[src/rtl/serial_parity_rx.sv]
// Over-sampled serial even-parity frame receiver: start, DATA_W data bits LSB first, parity, stop.
// Latency: CLKS_PER_BIT/2 + (DATA_W+2)*CLKS_PER_BIT + 1 cycles from rx_s falling to valid; no backpressure.
module serial_parity_rx #(
  parameter int unsigned DATA_W       = 8,
  parameter int unsigned CLKS_PER_BIT = 4
) (
  input  logic              clk,
  input  logic              rst,
  input  logic              rx,
  output logic [DATA_W-1:0] data,
  output logic              valid,
  output logic              parity_err,
  output logic              frame_err,
  output logic              busy
);

  localparam int unsigned TMR_W = (CLKS_PER_BIT > 1) ? $clog2(CLKS_PER_BIT) : 1;
  localparam int unsigned IDX_W = (DATA_W > 1) ? $clog2(DATA_W) : 1;

  localparam logic [TMR_W-1:0] HALF_M1  = TMR_W'(CLKS_PER_BIT / 2 - 1);
  localparam logic [TMR_W-1:0] FULL_M1  = TMR_W'(CLKS_PER_BIT - 1);
  localparam logic [IDX_W-1:0] LAST_IDX = IDX_W'(DATA_W - 1);

  typedef enum logic [2:0] {
    IDLE   = 3'd0,
    START  = 3'd1,
    DATA   = 3'd2,
    PARITY = 3'd3,
    STOP   = 3'd4
  } state_t;

  state_t             state;
  state_t             state_nxt;
  logic               rx_meta;
  logic               rx_s;
  logic [TMR_W-1:0]   timer;
  logic [IDX_W-1:0]   bit_idx;
  logic [DATA_W-1:0]  shift_reg;
  logic               parity_bit;
  logic               armed;
  logic               tick;
  logic               stop_tick;

  // tick marks the cycle whose rx_s value is the mid-bit sample of the current bit
  always_comb begin
    state_nxt = state;
    tick      = 1'b0;
    stop_tick = 1'b0;
    case (state)
      IDLE: begin
        if (armed && !rx_s) state_nxt = START;
      end
      START: begin
        tick = (timer == HALF_M1);
        if (tick) state_nxt = rx_s ? IDLE : DATA;
      end
      DATA: begin
        tick = (timer == FULL_M1);
        if (tick && (bit_idx == LAST_IDX)) state_nxt = PARITY;
      end
      PARITY: begin
        tick = (timer == FULL_M1);
        if (tick) state_nxt = STOP;
      end
      STOP: begin
        tick      = (timer == FULL_M1);
        stop_tick = tick;
        if (tick) state_nxt = IDLE;
      end
      default: state_nxt = IDLE;
    endcase
  end

  always_ff @(posedge clk) begin
    if (rst) begin
      rx_meta    <= 1'b1;
      rx_s       <= 1'b1;
      state      <= IDLE;
      timer      <= '0;
      bit_idx    <= '0;
      shift_reg  <= '0;
      parity_bit <= 1'b0;
      armed      <= 1'b0;
      data       <= '0;
      valid      <= 1'b0;
      parity_err <= 1'b0;
      frame_err  <= 1'b0;
    end else begin
      rx_meta <= rx;
      rx_s    <= rx_meta;
      state   <= state_nxt;
      valid   <= stop_tick;

      if ((state == IDLE) || tick) timer <= '0;
      else                         timer <= timer + TMR_W'(1);

      if (state != DATA) bit_idx <= '0;
      else if (tick)     bit_idx <= bit_idx + IDX_W'(1);

      if ((state == DATA) && tick)
        shift_reg <= (shift_reg >> 1) | (DATA_W'(rx_s) << (DATA_W - 1));

      if ((state == PARITY) && tick) parity_bit <= rx_s;

      // A high stop sample re-arms immediately so a back-to-back start edge is never missed
      if (state == IDLE) begin
        if (state_nxt != IDLE) armed <= 1'b0;
        else if (rx_s)         armed <= 1'b1;
      end else if (stop_tick && rx_s) begin
        armed <= 1'b1;
      end

      if (stop_tick) begin
        data       <= shift_reg;
        parity_err <= ^{shift_reg, parity_bit};
        frame_err  <= ~rx_s;
      end
    end
  end

  assign busy = (state != IDLE);

endmodule
[config.mk]
export PLATFORM = sky130hd
export DESIGN_NAME = serial_parity_rx
export DESIGN_NICKNAME = d
export VERILOG_FILES = /design/src/rtl/serial_parity_rx.sv
export SDC_FILE = /design/constraint.sdc
export NUM_CORES = 1
export LEC_CHECK = 0
export CAP_MARGIN = 20
export CORE_MARGIN = 2
export CORE_UTILIZATION = 42
export DETAILED_ROUTE_END_ITERATION = 16
export PLACE_DENSITY = 0.71
export SYNTH_ARGS = -nofsm -noshare
export SYNTH_HDL_FRONTEND = slang
export SYNTH_SLANG_ARGS = --single-unit
[constraint.sdc]
create_clock -name clk -period 1.89 [get_ports clk]
set_clock_uncertainty 0.1 [all_clocks]
set_input_delay 0.2835 -clock clk [delete_from_list [all_inputs] [get_ports clk]]
set_output_delay 0.2835 -clock clk [all_outputs]
set_load 0.01 [all_outputs]
Word-level counts from Yosys, hierarchy flattened --
Index checks and enable logic that the tools add are counted.
Storage, ports and cells: register bits 31, bits of input ports 3, output and inout bits 12, word-level logic and storage cells 54
Cells by class: $add $sub $neg 2, equality and inequality tests 9, mux-type cells 13, bitwise gates (word level) 2, reduce and logical (&&, ||, !) cells 16
Operators with widths (count):
- two-way mux 3 bit | 5
- case mux 3 bit (5 select lines) | 1
- XOR reduction 9 bit | 1
- OR 7 x 8 -> 8 bit | 1
- == test 3 x 2 -> 1 bit, second input constant | 2
- == test 3 bit, second input constant | 2
- != test 3 x 2 -> 1 bit, second input constant | 2
- nonzero test 3 bit | 2
- logical AND 1 bit | 5
- two-way mux 1 bit | 5
- OR reduction 2 bit | 2
- adder 3 x 1 -> 3 bit, second input constant | 1
- == test 3 x 1 -> 1 bit, second input constant | 1
- zero test 3 bit | 1
- OR reduction 3 bit | 1
- adder 2 x 1 -> 2 bit, second input constant | 1
- == test 2 x 1 -> 1 bit, second input constant | 1
- == test 2 bit, second input constant | 1
- two-way mux 2 bit | 1
- case mux 1 bit (2 select lines) | 1
- AND reduction 2 bit | 1
- nonzero test 2 bit | 1
- zero test 1 bit | 1
- logical OR 1 bit | 1
- inverter 1 bit | 1

Longest topological paths before layout --
word-level depth 7, gate-level depth with buffers 6, gate-level depth less buffers 6

Worst setup path after synthesis --
No wires, ideal clock.
kind flip-flop to flip-flop, start register timer[0], end register shift_reg[7], library setup time 128 ps, data arrival time 1336 ps, data required time 1662 ps, path slack 327 ps, stages on the path, launching flop included 7, buffers on the path 1, period minus slack after synthesis 1563 ps, cells stage by stage dfxtp_1 -> ha_1 -> and3b_2 -> and2_4 -> buf_6 -> mux2i_1 -> nor2_1
On the way: word-level cells in the longest chain between the ends 3, elaborated cells on any way between the ends 4, classes of those cells eq/ne (2); mux (1); reduce/logical (1)
RTL lines:
- start: declaration | line 36 | logic [TMR_W-1:0] timer;
- start signal: assignment | line 95 | else timer <= timer + TMR_W'(1);
- == test 2 bit or == test 2 x 1 -> 1 bit (tied branches)
- case mux 1 bit (2 select lines) * | line 49 | case (state)
- logical AND 1 bit * | line 100 | if ((state == DATA) && tick)
- end signal: assignment | line 101 | shift_reg <= (shift_reg >> 1) | (DATA_W'(rx_s) << (DATA_W - 1));
- end: declaration | line 38 | logic [DATA_W-1:0] shift_reg;
Every way passes the cells marked *; elsewhere a longest branch is shown, timed or not. A chain may end at the register's enable or synchronous reset.

Final worst setup path --
start register state[0], end output port busy
On the way: word-level cells in the longest chain between the ends 1
RTL lines:
- start: declaration | line 32 | state_t state;
- start signal: assignment | line 91 | state <= state_nxt;
- nonzero test 3 bit | line 121 | assign busy = (state != IDLE);
- end: declaration | line 14 | output logic busy
Every way passes these cells.

==> run_results.csv <==
group,metric,value,unit
clocking,cts.reportedPaths.clkPinSlew,90,ps
timing,fin_setup_tns,0,ps
route,drt-total-wl,2325,µm
floorplan,std_cell_rows,20,
worst_setup_path,timing.rr.end,"shift_reg[0]$_SDFFE_PP0P_",
worst_hold_path,worstHoldPathCells,1,
place,dpl_cell_area,1495,µm²
worst_hold_path,whs_endpoint,"rx_s$_SDFF_PP1_",
grt,grtUsageMet1,17.15,%
timing,period_minus_slack,1810,ps
route,avgRoutedWirePerCell,11.51,µm
clocking,postCtsHoldBufs,0,
flow_run,max_cap_violations,0,
floorplan,core,3028,µm²
layout,diodes,0,
yosys,syn_area,1329,µm²
pwr,powerDensity,764.4,nW/µm²
worst_setup_path,path_max_fanout,11,
yosys,async_flop_share,0,%
grt,use_met2,26.40,%
yosys,synth_edf_count,0,
yosys,ys_warn_count,0,
timing,drv_slew,0,
floorplan,fp.dieW,60.25,µm
grt,grt_pass1_vias,949,
grt,grt-busiest-layer,"met2",
yosys,yosys-top-cells-area,"dfxtp_1 47%, mux2i_1 8.3%, nand2_1 5.9%, nor2_1 5.4%, a21oi_1 3.8%",
route,vias,995,
grt,met3_usage,7.792,%
pwr,ir_worst_vdd,0.3297,mV
route,first_iter_violations,41,
timing,rsz0062_at_grt,"no",
worst_setup_path,end_kind,"output port",
worst_setup_path,reg2reg_slack,200,ps
yosys,seq_area_frac_synth,46.70,%
place,io_buffers,14,
worst_hold_path,hp-class,"reg -> reg",
grt,grt_first_pass_wirelength,4064,µm
route,dr.pass1.iters,4,
layout,final_cell_area,1600,µm²
grt,overflow,0,
route,drc,0,
layout,drive_gt1_share,13.92,%
grt,grt_antenna_before_repair,0,
route,via_per_inst,4.926,
timing,setup_viol_count_final,0,
clocking,insertion_delay,330,ps
yosys,synth_nets,148,
grt,grt_start_max_net_pins,13,
floorplan,ios,15,
timing,relSlewSlack,76.76,%
grt,grt_use_total,15.88,%
yosys,synth.largest_area_cell,"dfxtp_1",
layout,syn2layout_area_growth,20.43,%
yosys,synth_top_flop_cell,"dfxtp_1",
timing,finalHoldViolCount,0,
worst_hold_path,hold_start,"rx_meta$_SDFF_PP1_",
place,dp_hpwl,1692,µm
yosys,avgSynthCellArea,9.424,µm²
clocking,clockBufferDepth,2,
layout,utilization,52.85,%
timing,worstMarginPinSlew,347.6,ps
floorplan,die-area,3629,µm²
layout,nets,164,
pwr,power.leakage,0.5930,nW
worst_setup_path,reg2reg_from,"timer[0]$_SDFF_PP0_",
route,detail-route-antenna-nets,0,
clocking,cts_buffers,5,
timing,period_share,95.76,%
yosys,ys_ff_latch,31,
worst_setup_path,path_class,"reg -> out",
pwr,total_power,1.223,mW
run_status,status,"finished clean",
timing,fmax,552.5,MHz
worst_setup_path,worst_ep_arrival_time,1430,ps
clocking,cts.sinks,31,
clocking,ctsHtreeMaxLevel,2,
worst_setup_path,required,1510,ps
yosys,postSynthCellCount,141,
place,place.gp.congestion,0.7630,
clocking,cts_setup_buffers,0,
floorplan,die_height,60.25,µm
layout,fill_cells,296,
worst_setup_path,cp-start-kind,"register",
yosys,yosys.area.top_type_share,46.70,%
worst_setup_path,reg2regPathDepth,5,
yosys,netlist-cell-type-count,35,
clocking,clockRootBuffer,"clkbuf_4",
clocking,cts_tree,"yes",
floorplan,start_util,43.88,%
## Yosys cell counts (2+ instances only)
library cell   n
mux2i_1       11
clkbuf_1       3
or2_2          2
buf_6          2
buf_2          2
nor2_1        19
xnor2_1        3
nand3_1        3
inv_1          4
o21ai_0        2
dfxtp_1       31
nor3_1         2
xor2_1         3
a21oi_1       10
ha_1           4
nand2_1       21
## power by group
group / total, mW / internal [mW] / switching, mW
combinational: 0.0295 / 0.0143 / 0.0152
sequential: 0.659 / 0.654 / 0.00498
clock: 0.535 / 0.312 / 0.223
total: 1.22 / 0.981 / 0.243
## cell usage in the layout, fill, tap and decap left out, types with 4 or more instances in the layout
master and n:
a21oi_1 10, inv_1 4, nor2_1 18, mux2i_1 11, clkbuf_4 5, clkdlybuf4s50_1 14
nand2_1 21, ha_1 4, dfxtp_1 28
## layout make-up
class | count | area (µm²) | area share (%)
tap | 44 | 55.05 | 3.440
multi-input combinational | 98 | 649.4 | 40.58
sequential | 31 | 631.9 | 39.48
timing repair buffer | 17 | 162.7 | 10.16
clock buffer | 6 | 51.30 | 3.206
clock inverter | 2 | 35.03 | 2.189
inverter | 4 | 15.01 | 0.9382
## cell families after synthesis
kind of cell,count (synthesis),share of synthesized area (%)
buffers and inverters,12,4.990
AND/OR/NAND/NOR,59,23.07
XOR/XNOR,7,5.650
adder cells (fa/ha/maj),4,3.767
AO/OA/AOI/OAI,17,7.534
flip-flops,31,46.70
multiplexers,11,8.287
## worst max-delay path: stages, from the launching register on
cell and delay, ps:
dfxtp_4 420, nor2_4 60, nand2_1 90, clkdlybuf4s50_1 540
## per-layer routing
layer,vias to the layer above,wire (µm)
li1,511,-
met1,453,1041
met2,24,1118
met3,7,118
met4,0,47
met5,-,0
## per-stage QoR
stage / std cells / hold WS, ps / worst slack, ps
2_1_floorplan: 141 / 287.3 / 326.6
3_3_place_gp: 194 / 293.0 / 286.7
3_5_place_dp: 194 / 296.2 / 217.2
4_1_cts: 202 / 324.2 / 12.90
5_1_grt: 202 / 341.4 / 5.533
6_report: 202 / 321.8 / 80.17
## worst max path at each step
stage	to	slack, ps	startpoint	cells past startpoint
3_5_place_dp	shift_reg[0]$_SDFFE_PP0P_	220	timer[0]$_SDFF_PP0_	5
6_report	busy	80	state[0]$_SDFF_PP0_	3
2_1_floorplan	shift_reg[7]$_SDFFE_PP0P_	330	timer[0]$_SDFF_PP0_	6
3_3_place_gp	shift_reg[5]$_SDFFE_PP0P_	290	timer[0]$_SDFF_PP0_	5
4_1_cts	busy	10	state[0]$_SDFF_PP0_	3
5_1_grt	busy	6	state[0]$_SDFF_PP0_	3
## what timing repair did
item | in CTS | in global routing
cloned | 0 | 0
setup endpoints to repair | 1 | 1
gates resized for setup | 3 | 5
(Power assumes the default switching activity.)
